**src/rtl/encoder_if.sv**
```systemverilog
// Bus between a one-hot word source and the encoder: the word goes in,
// the encoded index and its qualifiers come back.
interface encoder_if;
    logic [15:0] in;
    logic [3:0]  out;
    logic        valid;
    logic        strobe;
    logic        err;
    logic [7:0]  err_count;

    modport master (output in, input out, valid, strobe, err, err_count);
    modport slave  (input in, output out, valid, strobe, err, err_count);
endinterface

```
**src/rtl/encoder.sv**
```systemverilog
// Registered 16-to-4 priority encoder. A word must be held for STABLE_CYCLES
// sampling edges before its index is accepted and presented.
module encoder #(
    parameter int unsigned STABLE_CYCLES = 2
) (
    input  logic      clk,
    input  logic      reset,
    encoder_if.slave  bus
);

    localparam logic [1:0] ST_IDLE   = 2'd0;
    localparam logic [1:0] ST_SETTLE = 2'd1;
    localparam logic [1:0] ST_LOCKED = 2'd2;

    localparam logic [3:0] CNT_SAT  = 4'(STABLE_CYCLES);
    localparam logic [4:0] CNT_TGT  = 5'(STABLE_CYCLES);
    localparam bit         ONE_EDGE = (STABLE_CYCLES == 32'd1);

    logic [1:0]  state_q, state_d;
    logic [15:0] in_q, in_d;
    logic [3:0]  cnt_q, cnt_d;
    logic [3:0]  out_q, out_d;
    logic        valid_q, valid_d;
    logic        strobe_q, strobe_d;
    logic        err_q, err_d;
    logic [7:0]  err_count_q, err_count_d;

    logic        changed_s;
    logic        accept_s;
    logic [15:0] accept_word_s;
    logic [3:0]  msb_s;
    logic        multi_s;

    // Highest set bit wins, so multi-hot words still produce a usable index.
    function automatic logic [3:0] msb_index(input logic [15:0] w);
        logic [3:0] idx;
        idx = 4'd0;
        for (int i = 0; i < 16; i++) begin
            idx = w[i] ? 4'(i) : idx;
        end
        return idx;
    endfunction

    function automatic logic [4:0] pop_count(input logic [15:0] w);
        logic [4:0] n;
        n = 5'd0;
        for (int i = 0; i < 16; i++) begin
            n = n + {4'd0, w[i]};
        end
        return n;
    endfunction

    // Acceptance decision; with a single-edge window a fresh nonzero word is accepted on arrival.
    always_comb begin
        changed_s = (bus.in != in_q);
        if (changed_s) begin
            accept_word_s = bus.in;
            accept_s      = ONE_EDGE && (bus.in != 16'd0);
        end else begin
            accept_word_s = in_q;
            accept_s      = (state_q == ST_SETTLE) && (({1'b0, cnt_q} + 5'd1) >= CNT_TGT);
        end
        msb_s   = msb_index(accept_word_s);
        multi_s = (pop_count(accept_word_s) > 5'd1);
    end

    // Next-state logic: a changed word restarts settling, acceptance overrides it.
    always_comb begin
        state_d     = state_q;
        in_d        = in_q;
        cnt_d       = cnt_q;
        out_d       = out_q;
        valid_d     = valid_q;
        strobe_d    = 1'b0;
        err_d       = err_q;
        err_count_d = err_count_q;

        if (changed_s) begin
            in_d    = bus.in;
            cnt_d   = 4'd1;
            valid_d = 1'b0;
            state_d = (bus.in == 16'd0) ? ST_IDLE : ST_SETTLE;
        end else begin
            case (state_q)
                ST_SETTLE: begin
                    cnt_d = accept_s ? cnt_q : (cnt_q + 4'd1);
                end
                ST_IDLE, ST_LOCKED: begin
                    cnt_d = cnt_q;
                end
                default: begin
                    state_d = ST_IDLE;
                    valid_d = 1'b0;
                end
            endcase
        end

        if (accept_s) begin
            out_d    = msb_s;
            err_d    = multi_s;
            valid_d  = 1'b1;
            strobe_d = 1'b1;
            state_d  = ST_LOCKED;
            cnt_d    = CNT_SAT;
            if (multi_s && (err_count_q != 8'hFF)) begin
                err_count_d = err_count_q + 8'd1;
            end else begin
                err_count_d = err_count_q;
            end
        end else begin
            strobe_d = 1'b0;
        end
    end

    // State and output registers with synchronous active-low reset.
    always_ff @(posedge clk) begin
        if (!reset) begin
            state_q     <= ST_IDLE;
            in_q        <= 16'd0;
            cnt_q       <= 4'd0;
            out_q       <= 4'd0;
            valid_q     <= 1'b0;
            strobe_q    <= 1'b0;
            err_q       <= 1'b0;
            err_count_q <= 8'd0;
        end else begin
            state_q     <= state_d;
            in_q        <= in_d;
            cnt_q       <= cnt_d;
            out_q       <= out_d;
            valid_q     <= valid_d;
            strobe_q    <= strobe_d;
            err_q       <= err_d;
            err_count_q <= err_count_d;
        end
    end

    assign bus.out       = out_q;
    assign bus.valid     = valid_q;
    assign bus.strobe    = strobe_q;
    assign bus.err       = err_q;
    assign bus.err_count = err_count_q;

endmodule

```
**src/flat_wrapper.sv**
```systemverilog
// flat-port wrapper written by rule: the top's interface ports become plain ports
module encoder_flat 
#(
    parameter int unsigned STABLE_CYCLES = 2
)
  (clk, reset, bus_in, bus_out, bus_valid, bus_strobe, bus_err, bus_err_count);
  encoder_if bus_i ();
  input  logic clk;
  input  logic reset;
  input wire logic [$bits(bus_i.in)-1:0] bus_in;
  output wire logic [$bits(bus_i.out)-1:0] bus_out;
  output wire logic [$bits(bus_i.valid)-1:0] bus_valid;
  output wire logic [$bits(bus_i.strobe)-1:0] bus_strobe;
  output wire logic [$bits(bus_i.err)-1:0] bus_err;
  output wire logic [$bits(bus_i.err_count)-1:0] bus_err_count;
  assign bus_i.in = bus_in;
  assign bus_out = bus_i.out;
  assign bus_valid = bus_i.valid;
  assign bus_strobe = bus_i.strobe;
  assign bus_err = bus_i.err;
  assign bus_err_count = bus_i.err_count;
  encoder #(.STABLE_CYCLES(STABLE_CYCLES)) u_core (.clk(clk), .reset(reset), .bus(bus_i));
endmodule
```
**config.mk**
```make
export PLATFORM = sky130hd
export DESIGN_NAME = encoder_flat
export DESIGN_NICKNAME = d
export VERILOG_FILES = /design/src/rtl/encoder_if.sv /design/src/rtl/encoder.sv /design/src/flat_wrapper.sv
export SDC_FILE = /design/constraint.sdc
export NUM_CORES = 1
export LEC_CHECK = 0
export ABC_AREA = 1
export CELL_PAD_IN_SITES_DETAIL_PLACEMENT = 1
export CELL_PAD_IN_SITES_GLOBAL_PLACEMENT = 1
export CORE_MARGIN = 5
export CORE_UTILIZATION = 42
export CTS_CLUSTER_DIAMETER = 80
export CTS_CLUSTER_SIZE = 16
export DETAILED_ROUTE_END_ITERATION = 10
export MAX_ROUTING_LAYER = met4
export PLACE_DENSITY_LB_ADDON = 0.1
export SLEW_MARGIN = 25
export SYNTH_ARGS = -nofsm -noshare
export SYNTH_HDL_FRONTEND = slang
export SYNTH_SLANG_ARGS = --single-unit
```
**constraint.sdc**
```tcl
create_clock -name clk -period 12.6 [get_ports clk]
set_input_delay 1.89 -clock clk [delete_from_list [all_inputs] [get_ports clk]]
set_output_delay 1.89 -clock clk [all_outputs]
set_load 0.05 [all_outputs]
```
Word-level counts from Yosys, hierarchy flattened
Index checks and enable logic that the tools add are counted.
{"block": "word_totals", "register_bits": 37, "inputBits": 18, "word_cells": 76}
{"block": "op_classes", "magnitude_cmp": 2, "n_eq_ne": 6, "n_addsub": 18, "n_mux": 28, "n_bitwise": 1, "reduce_logical": 10}
{"op": "adder 5 x 1 -> 5 bit", "count": 14}
{"op": "2-to-1 mux 4 bit", "count": 14}
{"op": "logical NOT 16 bit", "count": 1}
{"op": "2-to-1 mux 16 bit", "count": 1}
{"op": "!= test 16 bit", "count": 1}
{"op": "2-to-1 mux 2 bit", "count": 6}
{"op": "adder 8 x 1 -> 8 bit, second input constant", "count": 1}
{"op": "!= test 8 bit, second input constant", "count": 1}
{"op": "2-to-1 mux 1 bit", "count": 7}
{"op": "OR reduction 3 bit", "count": 2}
{"op": "adder 4 x 1 -> 5 bit, second input constant", "count": 1}
{"op": ">= comparator 5 x 2 -> 1 bit, second input constant", "count": 1}
{"op": "greater-than comparator 5 x 1 -> 1 bit, second input constant", "count": 1}
{"op": "adder 4 x 1 -> 4 bit, second input constant", "count": 1}
{"op": "!= test 3 x 1 -> 1 bit, second input constant", "count": 1}
{"op": "nonzero test 3 bit", "count": 1}
{"op": "adder 1 x 1 -> 2 bit", "count": 1}
{"op": "== test 2 x 1 -> 1 bit, second input constant", "count": 1}
{"op": "== test 2 bit, second input constant", "count": 1}
{"op": "logical AND 1 bit", "count": 2}
{"op": "logical NOT 2 bit", "count": 1}
{"op": "!= test 2 x 1 -> 1 bit, second input constant", "count": 1}
{"op": "AND reduction 2 bit", "count": 1}
{"op": "nonzero test 2 bit", "count": 1}
{"op": "2 further kinds", "count": 2}

Depth between registers and ports, before layout
Gate-level depths: netlist of run 1.
{"block": "logic_depth", "ltp_word": 20, "ltp_mapped": 18}

Least setup slack after synthesis of run 1
No wires, ideal clock.
{"block": "synth_timing", "path_kind": "input to register", "from": "input bus_in[1]", "to": "register u_core.err_count_q[2], in the netlist u_core.bus.err_count[2]", "setup_time_ps": 123, "t_arrival_ps": 6340, "setup_slack_ps": 6136, "path_stages": 18, "required_time_ps": 12477, "cell_sequence": "dlygate4sd3_1 -> ha_1 -> inv_1 -> fa_1 -> fa_1 -> fa_1 -> fa_1 -> inv_1 -> fa_1 -> inv_1 -> fa_1 -> inv_1 -> nor4_1 -> a21boi_0 -> nor2_2 -> nand2_4 -> nand2_1 -> a21oi_1"}
{"block": "synth_via", "elab_chain_cells": 20, "word_cells_on_any_way": 21, "cone_classes": "add/sub: 15; order compare: 1; eq/ne: 1; mux: 2; reduce/logical: 2"}
{"item": "start: declaration", "line_no": "flat_wrapper.sv:10", "text": "input wire logic [$bits(bus_i.in)-1:0] bus_in;"}
{"item": "!= test 16 bit", "line_no": "encoder.sv:55", "text": "changed_s = (bus.in != in_q);"}
{"item": "2-to-1 mux 16 bit"}
{"item": "adder 1 x 1 -> 2 bit", "line_no": "encoder.sv:48", "text": "n = n + {4'd0, w[i]};"}
{"item": "adder 5 x 1 -> 5 bit (14 in series)", "line_no": "encoder.sv:48"}
{"item": "greater-than comparator 5 x 1 -> 1 bit", "line_no": "encoder.sv:64", "text": "multi_s = (pop_count(accept_word_s) > 5'd1);"}
{"item": "logical AND 1 bit", "line_no": "encoder.sv:105", "text": "if (multi_s && (err_count_q != 8'hFF)) begin"}
{"item": "AND reduction 2 bit (no source line) (*)"}
{"item": "end signal: assignment", "line_no": "encoder.sv:134", "text": "err_count_q <= err_count_d;"}
{"item": "end: declaration", "line_no": "encoder.sv:26", "text": "logic [7:0] err_count_q, err_count_d;"}
Every way passes the cells marked *; elsewhere a longest branch is shown, timed or not.
A chain may end at the register's enable or synchronous reset.

Worst setup path after layout of run 1
{"block": "layout_timing", "from": "input bus_in[0]", "to": "register u_core.err_count_q[6], in the netlist u_core.bus.err_count[6]"}
The elaborated chain is that of the path after synthesis.

==> results of run 1 <==
## placed cells by master (no fill, tap or decap), types with 4 or more instances in the layout
cell             count
nand2_1             73
inv_1               51
dfxtp_1             36
clkdlybuf4s50_1     32
nand3_1             14
a21oi_1             13
nor2_1              12
xnor2_1             11
fa_1                10
xor2_1               9
ha_1                 8
nand4_1              5
clkbuf_8             5
or2_2                4
## per-stage QoR
stage	utilization	hold WS, ns	cells
2_1_floorplan	-	0.434	278
3_3_place_gp	0.500	0.446	374
3_5_place_dp	0.500	0.445	374
4_1_cts	0.522	0.459	382
5_1_grt	0.522	0.483	382
6_report	0.522	0.456	382
## sequential cells by signal, indices dropped and copies added, names as in the netlist
name                  cells
u_core.in_q              16
u_core.bus.err_count      8
u_core.bus.out            4
u_core.cnt_q              4
u_core.bus.err            1
u_core.bus.strobe         1
u_core.bus.valid          1
u_core.state_q            1
## worst min-delay path by stage
stage / start / to / cells past startpoint
2_1_floorplan: u_core.state_q[0] / u_core.bus.valid / 1
3_3_place_gp: u_core.state_q[0] / u_core.bus.valid / 1
3_5_place_dp: u_core.state_q[0] / u_core.bus.valid / 1
4_1_cts: u_core.state_q[0] / u_core.bus.valid / 1
5_1_grt: u_core.state_q[0] / u_core.bus.valid / 1
6_report: u_core.state_q[0] / u_core.bus.valid / 1
## power groups by stage
| stage | Clock (mW) | Combinational [mW] | Sequential, mW |
|---|---|---|---|
| floorplan | 0 | 0.0645 | 0.121 |
| global placement | 0 | 0.0835 | 0.121 |
| detailed placement | 0 | 0.0869 | 0.121 |
| CTS | 0.104 | 0.0896 | 0.118 |
| global route | 0.111 | 0.102 | 0.119 |
| finish | 0.101 | 0.0885 | 0.118 |
## final cells by class
type	count	area [sq um]	share of cell area
timing repair buffer	32	320	0.122
clock inverter	2	35.0	0.0133
sequential	36	721	0.274
clock buffer	6	72.6	0.0276
multi-input combinational	181	1180	0.450
inverter	55	211	0.0804
tap	70	87.6	0.0333
## logic make-up after synthesis
kind of cell / share of synthesized area
xor+xnor: 0.0817
flops: 0.336
compound gates: 0.0689
buf+inv: 0.112
fa+ha+maj: 0.140
simple gates: 0.261
## worst reg2reg max path, delay by kind of cell (launching register included)
family,cells,cell delay (ns)
DFF,1,0.35
buffers and inverters,1,0.20
xor gates and xnor gates,1,0.16
AOI/OAI and AO/OA,1,0.06
and+or+nand+nor,5,0.66
adders and majority gates,1,0.23
## cells in the mapped netlist
library cell   count  share of area
nand4_1            5          0.015
ha_1               8          0.047
inv_2              2         0.0035
inv_1             51          0.089
a21oi_1           13          0.030
xnor2_1           11          0.045
nor2_4             1         0.0053
nor2_1            12          0.021
a31oi_1            1         0.0029
or2_1              1         0.0029
xor2_1             9          0.037
a211o_1            1         0.0041
dlygate4sd3_1      1         0.0047
nor2_2             1         0.0029
clkinv_1           1         0.0017
fa_1              10          0.093
nand4_2            1         0.0058
a21oi_2            1         0.0041
nand2_4            1         0.0053
or2_0              1         0.0029
o21ai_2            2         0.0082
clkbuf_1           5         0.0088
nand4_4            1         0.0099
nor3_4             1         0.0076
o31ai_2            1         0.0058
a21boi_0           1         0.0035
nand2_1           73           0.13
clkinv_4           1         0.0041
nor4_1             2         0.0058
or2_2              4          0.012
a211oi_1           1         0.0035
o31ai_1            1         0.0035
nor3_1             2         0.0047
o22ai_1            1         0.0029
nand3_1           14          0.033
dfxtp_1           36           0.34
## layer usage
metal,vias to the layer above,global-route usage
li1,913,-
met1,835,0.220
met2,21,0.328
met3,7,0.0384
met4,0,0.0507
met5,-,-
==> summary.txt, run 1 <==
status - finished, final reports clean
estimated wirelength of the detail-placed design - 4060 um
initial antenna violation count - 0
WL per Instance - 13.5 um
setup slack at placement - 5.85 ns
RSZ-0062 raised after global routing - false
maximum achievable frequency - 155 MHz
first-pass GRT wire length - 9170 um
die height - 81.4 um
die area - 6630 sq um
crit path to - u_core.bus.err_count[6]
setup ws final - 6.15 ns
WP depth - 18
CP max-delay cell - clkdlybuf4s50_1
WS Path Type - input port to flip-flop
wl on met1 - 2340 um
post-synthesis cell area - 2140 sq um
fin area - 2630 sq um
pwr/cell area - 117 nW/um^2
sw frac - 0.312
Post-route DRC - 0
Leak Pwr - 1.22 nW
Hold-fix buffers, CTS - 0
Via Count - 1776
Final period util - 0.512
Port-buffer cells - 32
Nets - 347
Synthesis Warnings - 0
grt total ovfl - 0
GP Congestion - 0.745
Comb pwr share - 0.288
ant diodes - 0
total design power - 307 uW
core area - 5040 sq um
clk_lat worst skew - 0.29 ns
postcts setup bufs - 0
CP Max Fanout - 9
Hold Vio Cnt, Final - 0
FF-to-FF path depth - 9
Worst R2R Setup Slack - 10.85 ns
Max IR drop VDD - 0.0000635 V
MaxCap Viol Count - 0
WL final - 5170 um
gr usage total - 0.188
Detail Route Antenna Nets - 0
I/O pin count - 33
type of origin of the critical path - input port
syn_area_per_cell - 7.71 sq um
Worst EP arrival - 6.66 ns
H-Tree Level Count - 2
Synth Net Count - 314
CP cell instances - clkdlybuf4s50_1 > ha_1 > inv_1 > fa_1 > fa_1 > fa_1 > fa_1 > inv_1 > fa_1 > inv_1 > fa_1 > inv_1 > nor4_1 > a21boi_0 > nor2_2 > nand2_4 > nand2_1 > a21oi_1
crit path buf inv count - 5
Worst path most repeated cell - fa_1
fraction of layout cells with a size suffix above 1 - 0.0769
Reg power frac - 0.385
clock network power share - 0.327
via density per instance - 4.65
Critical Path Max Stage Delay - 0.56 ns
CTS Root Cell - clkbuf_8
synthesis-to-finish area growth - 22.7%
CP delay by family, top - adder cells
clk slew on worst S/H paths - 0.07 ns
post-synthesis register bit count - 36
setup TNS - 0 ns
slew margin rel. - 0.473
Area after DPL - 2520 sq um
CTS Sinks - 36
CTS tree - done
min cycle time layout - 6.45 ns
num rows - 26
Max Root-Sink Buffers - 2
CP Capture Type - flip-flop
post-synthesis sequential area ratio - 0.336
Worst EP required - 12.81 ns
vias in the first global route - 1992
worst r2r dst - u_core.bus.err
Reg-to-Reg Start - u_core.cnt_q[0]
DRT Pass-1 Iters - 4
Met2 Wirelength - 2610 um
max layer used - met4
Initial Util - 0.425
metal3 WL - 163 um
post_cts resized - 0
P_int - 212 uW
Fill cells - 649
Hold WC Path Type - flip-flop to flip-flop
largest net degree at the start of global routing - 21
# setup viols final - 0
Iter 0 DRT Violations - 66
synthesized netlist cell count - 278
slew of the pin with the lowest slew margin - 0.788 ns
Psw - 95.8 uW
Final Max Slew Viols - 0
clock skew - 0.00535 ns
Die Wd - 81.4 um
Yosys cell types - 36
number of CTS-inserted buffers - 5
Worst Setup SP - bus_in[0]
Power figures use the tool's default switching activity.
==> run 2: changes to the inputs <==
--- a/config.mk
+++ b/config.mk
@@ -9,7 +9,7 @@
 export CELL_PAD_IN_SITES_DETAIL_PLACEMENT = 1
 export CELL_PAD_IN_SITES_GLOBAL_PLACEMENT = 1
 export CORE_MARGIN = 5
-export CORE_UTILIZATION = 42
+export CORE_UTILIZATION = 35
 export CTS_CLUSTER_DIAMETER = 80
 export CTS_CLUSTER_SIZE = 16
 export DETAILED_ROUTE_END_ITERATION = 10
==> constraint.sdc (replaced) <==
create_clock -name clk -period 5.8 [get_ports clk]
set_input_delay 0.87 -clock clk [delete_from_list [all_inputs] [get_ports clk]]
set_output_delay 0.87 -clock clk [all_outputs]
set_load 0.05 [all_outputs]
==> run 2 against run 1 <==
Net effect: worst setup slack worse by 5.8 ns; largest cell class unchanged; clock-buffer cell count up 1; register-to-register slack worse by 6.9 ns; critical endpoint is now u_core.bus.err_count[2]; clock power up 91%; flip-flop and latch count unchanged; non-clock buffer count up 3; critical path depth unchanged; total power up 110%; clock skew down 0.0012 ns; die area up 17%; final cell count up 1.8%; worst hold slack worse by 0.0014 ns.
==> summary.txt, run 2 (synthesized netlist as in run 1, its figures left out) <==
CTS tree - done
H-Tree Level Count - 2
commonest non-fill, non-tap cell in the layout - nand2_1
Hold-fix buffers, CTS - 0
min-delay src - u_core.bus.out[0]
Area after DPL - 2550 sq um
sw frac - 0.317
largest net degree at the start of global routing - 21
fraction of layout cells with a size suffix above 1 - 0.0860
die height - 88.3 um
type of origin of the critical path - input port
Reg-to-Reg Start - u_core.cnt_q[0]
first-pass GRT wire length - 8910 um
max FFs per register - 16
ant diodes - 0
Iter 0 DRT Violations - 41
Worst EP required - 5.96 ns
Initial Util - 0.362
vias in the first global route - 1914
gr usage total - 0.155
initial antenna violation count - 0
Hold Slack - 0.454 ns
Final Max Slew Viols - 0
number of CTS-inserted buffers - 5
clock skew - 0.00419 ns
core area - 5920 sq um
clock network power share - 0.300
min cycle time layout - 5.44 ns
maximum achievable frequency - 184 MHz
via density per instance - 4.52
slew margin rel. - 0.463
postcts setup bufs - 0
Psw - 203 uW
Detail Route Antenna Nets - 0
CP cell instances - clkdlybuf4s50_1 > ha_1 > inv_1 > fa_1 > fa_1 > fa_1 > fa_1 > inv_1 > fa_1 > inv_1 > fa_1 > inv_1 > nor4_1 > a21boi_0 > nor2_2 > nand2_4 > nand2_1 > a21oi_1
Via Count - 1759
synthesis-to-finish area growth - 23.5%
Hold Vio Cnt, Final - 0
Post-route DRC - 0
grt total ovfl - 0
Die Wd - 88.3 um
Hold WC Path Type - flip-flop to flip-flop
P_int - 439 uW
Max IR drop VDD - 0.000122 V
Nets - 350
Worst path most repeated cell - fa_1
setup TNS - 0 ns
GP Congestion - 0.745
I/O pin count - 33
pwr/cell area - 242 nW/um^2
setup slack at placement - 0.0562 ns
Final period util - 0.938
Critical Path Max Stage Delay - 0.55 ns
slew of the pin with the lowest slew margin - 0.803 ns
estimated wirelength of the detail-placed design - 4100 um
RSZ-0062 raised after global routing - false
clk slew on worst S/H paths - 0.07 ns
Worst EP arrival - 5.61 ns
CP Capture Type - flip-flop
CTS Root Cell - clkbuf_8
setup ws final - 0.357 ns
WL per Instance - 13.0 um
MaxCap Viol Count - 0
clk_lat worst skew - 0.28 ns
die area - 7790 sq um
Port-buffer cells - 32
Biggest register - u_core.in_q
WL final - 5050 um
post_cts resized - 0
fin area - 2650 sq um
Reg power frac - 0.401
Leak Pwr - 1.23 nW
WS Path Type - input port to flip-flop
# setup viols final - 0
DRT Pass-1 Iters - 4
status - finished, final reports clean
Worst Setup SP - bus_in[0]
Max Root-Sink Buffers - 2
CP max-delay cell - fa_1
most frequent cells in the layout - nand2_1 (73), inv_1 (51), dfxtp_1 (36)
num rows - 28
Comb pwr share - 0.299
CTS Sinks - 36
total design power - 642 uW
CP Max Fanout - 9
## run 2: changes by cell type in the layout (fill, tap and decap cells not counted)
cell,change
buf_4,+3
clkbuf_8,+2
clkinv_2,-1
clkbuf_1,-1
bufinv_16,-1
## run 2: metal layers
| metal | GRT usage | vias up | wire [um] |
|---|---|---|---|
| li1 | - | 921 | - |
| met1 | 0.197 | 812 | 2430 |
| met2 | 0.246 | 20 | 2380 |
| met3 | 0.0335 | 6 | 163 |
| met4 | 0.0508 | 0 | 74 |
| met5 | - | - | 0 |
## run 2: power by group through the flow
stage | Clock (mW) | Sequential, mW | Combinational [mW]
floorplan | 0 | 0.262 | 0.140
global placement | 0 | 0.263 | 0.185
detailed placement | 0 | 0.263 | 0.195
CTS | 0.206 | 0.257 | 0.196
global route | 0.215 | 0.258 | 0.224
finish | 0.193 | 0.257 | 0.192
## run 2: stage by stage
step / cells / utilization
floorplan: 278 / -
global placement: 382 / 0.431
detailed placement: 382 / 0.431
CTS: 389 / 0.447
global route: 389 / 0.447
finish: 389 / 0.447
## run 2: final timing paths
path,to,slack [ns],cells after the start
hold / removal,u_core.bus.out[0],0.45,2
setup reg to reg,u_core.bus.err,3.99,9
hold reg to reg,u_core.bus.out[0],0.45,2
setup / recovery,u_core.bus.err_count[2],0.36,18
## run 2: area by class of cell
type / count / area [sq um]
clock buffers: 7 / 96.3
flip-flops and latches: 36 / 721
repair buffers: 35 / 343
fillers: 734 / 3270
inverters: 55 / 211
multi-input cells: 181 / 1180
well taps: 75 / 93.8
## run 2: worst max-delay path: cells and delay by family
family	cells	cell delay, ns
buffers and inverters	5	0.79
adder cells (fa/ha/maj)	7	3.12
AO/OA/AOI/OAI	2	0.20
AND/OR/NAND/NOR	4	0.64
==> run 3: changes to the inputs <==
--- a/config.mk
+++ b/config.mk
@@ -9,7 +9,7 @@
 export CELL_PAD_IN_SITES_DETAIL_PLACEMENT = 1
 export CELL_PAD_IN_SITES_GLOBAL_PLACEMENT = 1
 export CORE_MARGIN = 5
-export CORE_UTILIZATION = 35
+export CORE_UTILIZATION = 39
 export CTS_CLUSTER_DIAMETER = 80
 export CTS_CLUSTER_SIZE = 16
 export DETAILED_ROUTE_END_ITERATION = 10
==> constraint.sdc (replaced) <==
create_clock -name clk -period 6.2 [get_ports clk]
set_input_delay 0.93 -clock clk [delete_from_list [all_inputs] [get_ports clk]]
set_output_delay 0.93 -clock clk [all_outputs]
set_load 0.05 [all_outputs]
==> run 3 against run 2 <==
Net effect: design area shrank 1.3%; first-iteration DRC count rose by 39%; combinational power fell by 7%; global-route usage increased by 0.31 points; die area shrank 9.1%; via count is 1.9% higher; clock skew increased by 0.0020 ns; clock power down 13%; non-clock buffer count shrank 3; critical endpoint is now u_core.bus.err_count[7]; worst setup slack improved by 0.31 ns.
==> summary.txt, run 3 (synthesized netlist as in run 1, its figures left out) <==
CTS Sinks - 36
number of CTS-inserted buffers - 5
Nets - 347
CTS tree - done
DRT Pass-1 Iters - 4
ant diodes - 0
slew margin rel. - 0.471
setup ws final - 0.670 ns
WL final - 5020 um
sw frac - 0.337
Post-route DRC - 0
Hold-fix buffers, CTS - 0
Max IR drop VDD - 0.0000952 V
commonest non-fill, non-tap cell in the layout - nand2_1
Hold WC Path Type - flip-flop to flip-flop
total design power - 585 uW
Max Root-Sink Buffers - 2
grt total ovfl - 0
min cycle time layout - 5.53 ns
most frequent cells in the layout - nand2_1 (73), inv_1 (51), dfxtp_1 (36)
pwr/cell area - 224 nW/um^2
MaxCap Viol Count - 0
Iter 0 DRT Violations - 57
Final period util - 0.892
multi-input logic area - 1180 sq um
type of origin of the critical path - input port
clock skew - 0.00614 ns
gr usage total - 0.158
CTS Root Cell - clkbuf_8
clk_lat worst skew - 0.29 ns
P_int - 388 uW
Biggest register - u_core.in_q
H-Tree Level Count - 2
Fill cells - 696
slew of the pin with the lowest slew margin - 0.791 ns
Initial Util - 0.394
synthesis-to-finish area growth - 21.9%
Reg-to-Reg Start - u_core.cnt_q[0]
maximum achievable frequency - 181 MHz
CP Capture Type - flip-flop
die area - 7080 sq um
Hold Slack - 0.466 ns
status - finished, final reports clean
Leak Pwr - 1.21 nW
clk slew on worst S/H paths - 0.08 ns
Port-buffer cells - 32
Psw - 197 uW
largest net degree at the start of global routing - 21
setup TNS - 0 ns
first-pass GRT wire length - 8880 um
min-delay src - u_core.bus.out[1]
Worst EP required - 6.41 ns
I/O pin count - 33
GP Congestion - 0.783
Via Count - 1792
via density per instance - 4.67
die height - 84.1 um
vias in the first global route - 1902
clock network power share - 0.285
Sequential Area - 721 sq um
WS Path Type - input port to flip-flop
Worst EP arrival - 5.74 ns
setup slack at placement - 0.420 ns
Reg power frac - 0.411
fraction of layout cells with a size suffix above 1 - 0.0801
Worst Setup SP - bus_in[1]
WL per Instance - 13.1 um
num rows - 27
initial antenna violation count - 0
core area - 5440 sq um
CP Max Fanout - 9
postcts setup bufs - 0
Detail Route Antenna Nets - 0
post_cts resized - 0
# setup viols final - 0
RSZ-0062 raised after global routing - false
max FFs per register - 16
fin util - 0.480
Comb pwr share - 0.305
Final Max Slew Viols - 0
Die Wd - 84.1 um
estimated wirelength of the detail-placed design - 4060 um
Hold Vio Cnt, Final - 0
==> run 3: cell types whose count changed in the layout (fill, tap and decap cells not counted) <==
cell	previous run	this run
clkinv_2	0	2
clkinv_4	1	2
clkbuf_8	7	5
buf_4	3	0
==> run 3: final timing paths <==
kind                                           endpoint  depth (start not counted)  slack [ns]
worst max-delay path            u_core.bus.err_count[7]                         18        0.67
worst min-delay path                  u_core.bus.out[1]                          2        0.47
worst max register to register           u_core.bus.err                          9        4.42
worst min register to register        u_core.bus.out[1]                          2        0.47
==> run 3: per-stage QoR <==
| stage | std cells | instance area [sq um] |
|---|---|---|
| finish | 384 | 2610 |
| global route | 384 | 2610 |
| CTS | 384 | 2610 |
| detailed placement | 376 | 2520 |
| global placement | 376 | 2520 |
| floorplan | 278 | 2140 |
==> run 3: layout make-up <==
| type | instances | area share |
|---|---|---|
| clock buffer | 5 | 0.0263 |
| clock inverter | 3 | 0.00718 |
| inverter | 55 | 0.0809 |
| timing repair buffer | 32 | 0.123 |
| sequential | 36 | 0.276 |
| tap | 72 | 0.0345 |
| multi-input combinational | 181 | 0.453 |
==> run 3: per-layer routing <==
layer,share of wire,vias to the layer above,GRT usage,wire length (um)
li1,-,915,-,-
met2,0.47,27,0.257,2380
met4,0.0074,0,0.0351,37
met1,0.49,846,0.204,2460
met3,0.028,4,0.0314,139
met5,0,-,-,0
==> run 3: power groups by stage <==
stage          logic (mW)  registers (mW)  clock network [mW]
2_1_floorplan       0.131           0.245                   0
3_3_place_gp        0.172           0.246                   0
3_5_place_dp        0.178           0.246                   0
4_1_cts             0.182           0.240               0.173
5_1_grt             0.207           0.241               0.185
6_report            0.178           0.240               0.167
==> run 3: worst max-delay path, stage by stage <==
cell and delay (ns):
clkdlybuf4s50_1 0.55, ha_1 0.26, inv_1 0.06, fa_1 0.43, fa_1 0.50, fa_1 0.53
fa_1 0.40, inv_1 0.09, fa_1 0.20, inv_1 0.07, fa_1 0.50, inv_1 0.04
nor4_1 0.24, a21boi_0 0.41, nor2_2 0.17, nand2_4 0.15, nand2_1 0.07, a21oi_1 0.12
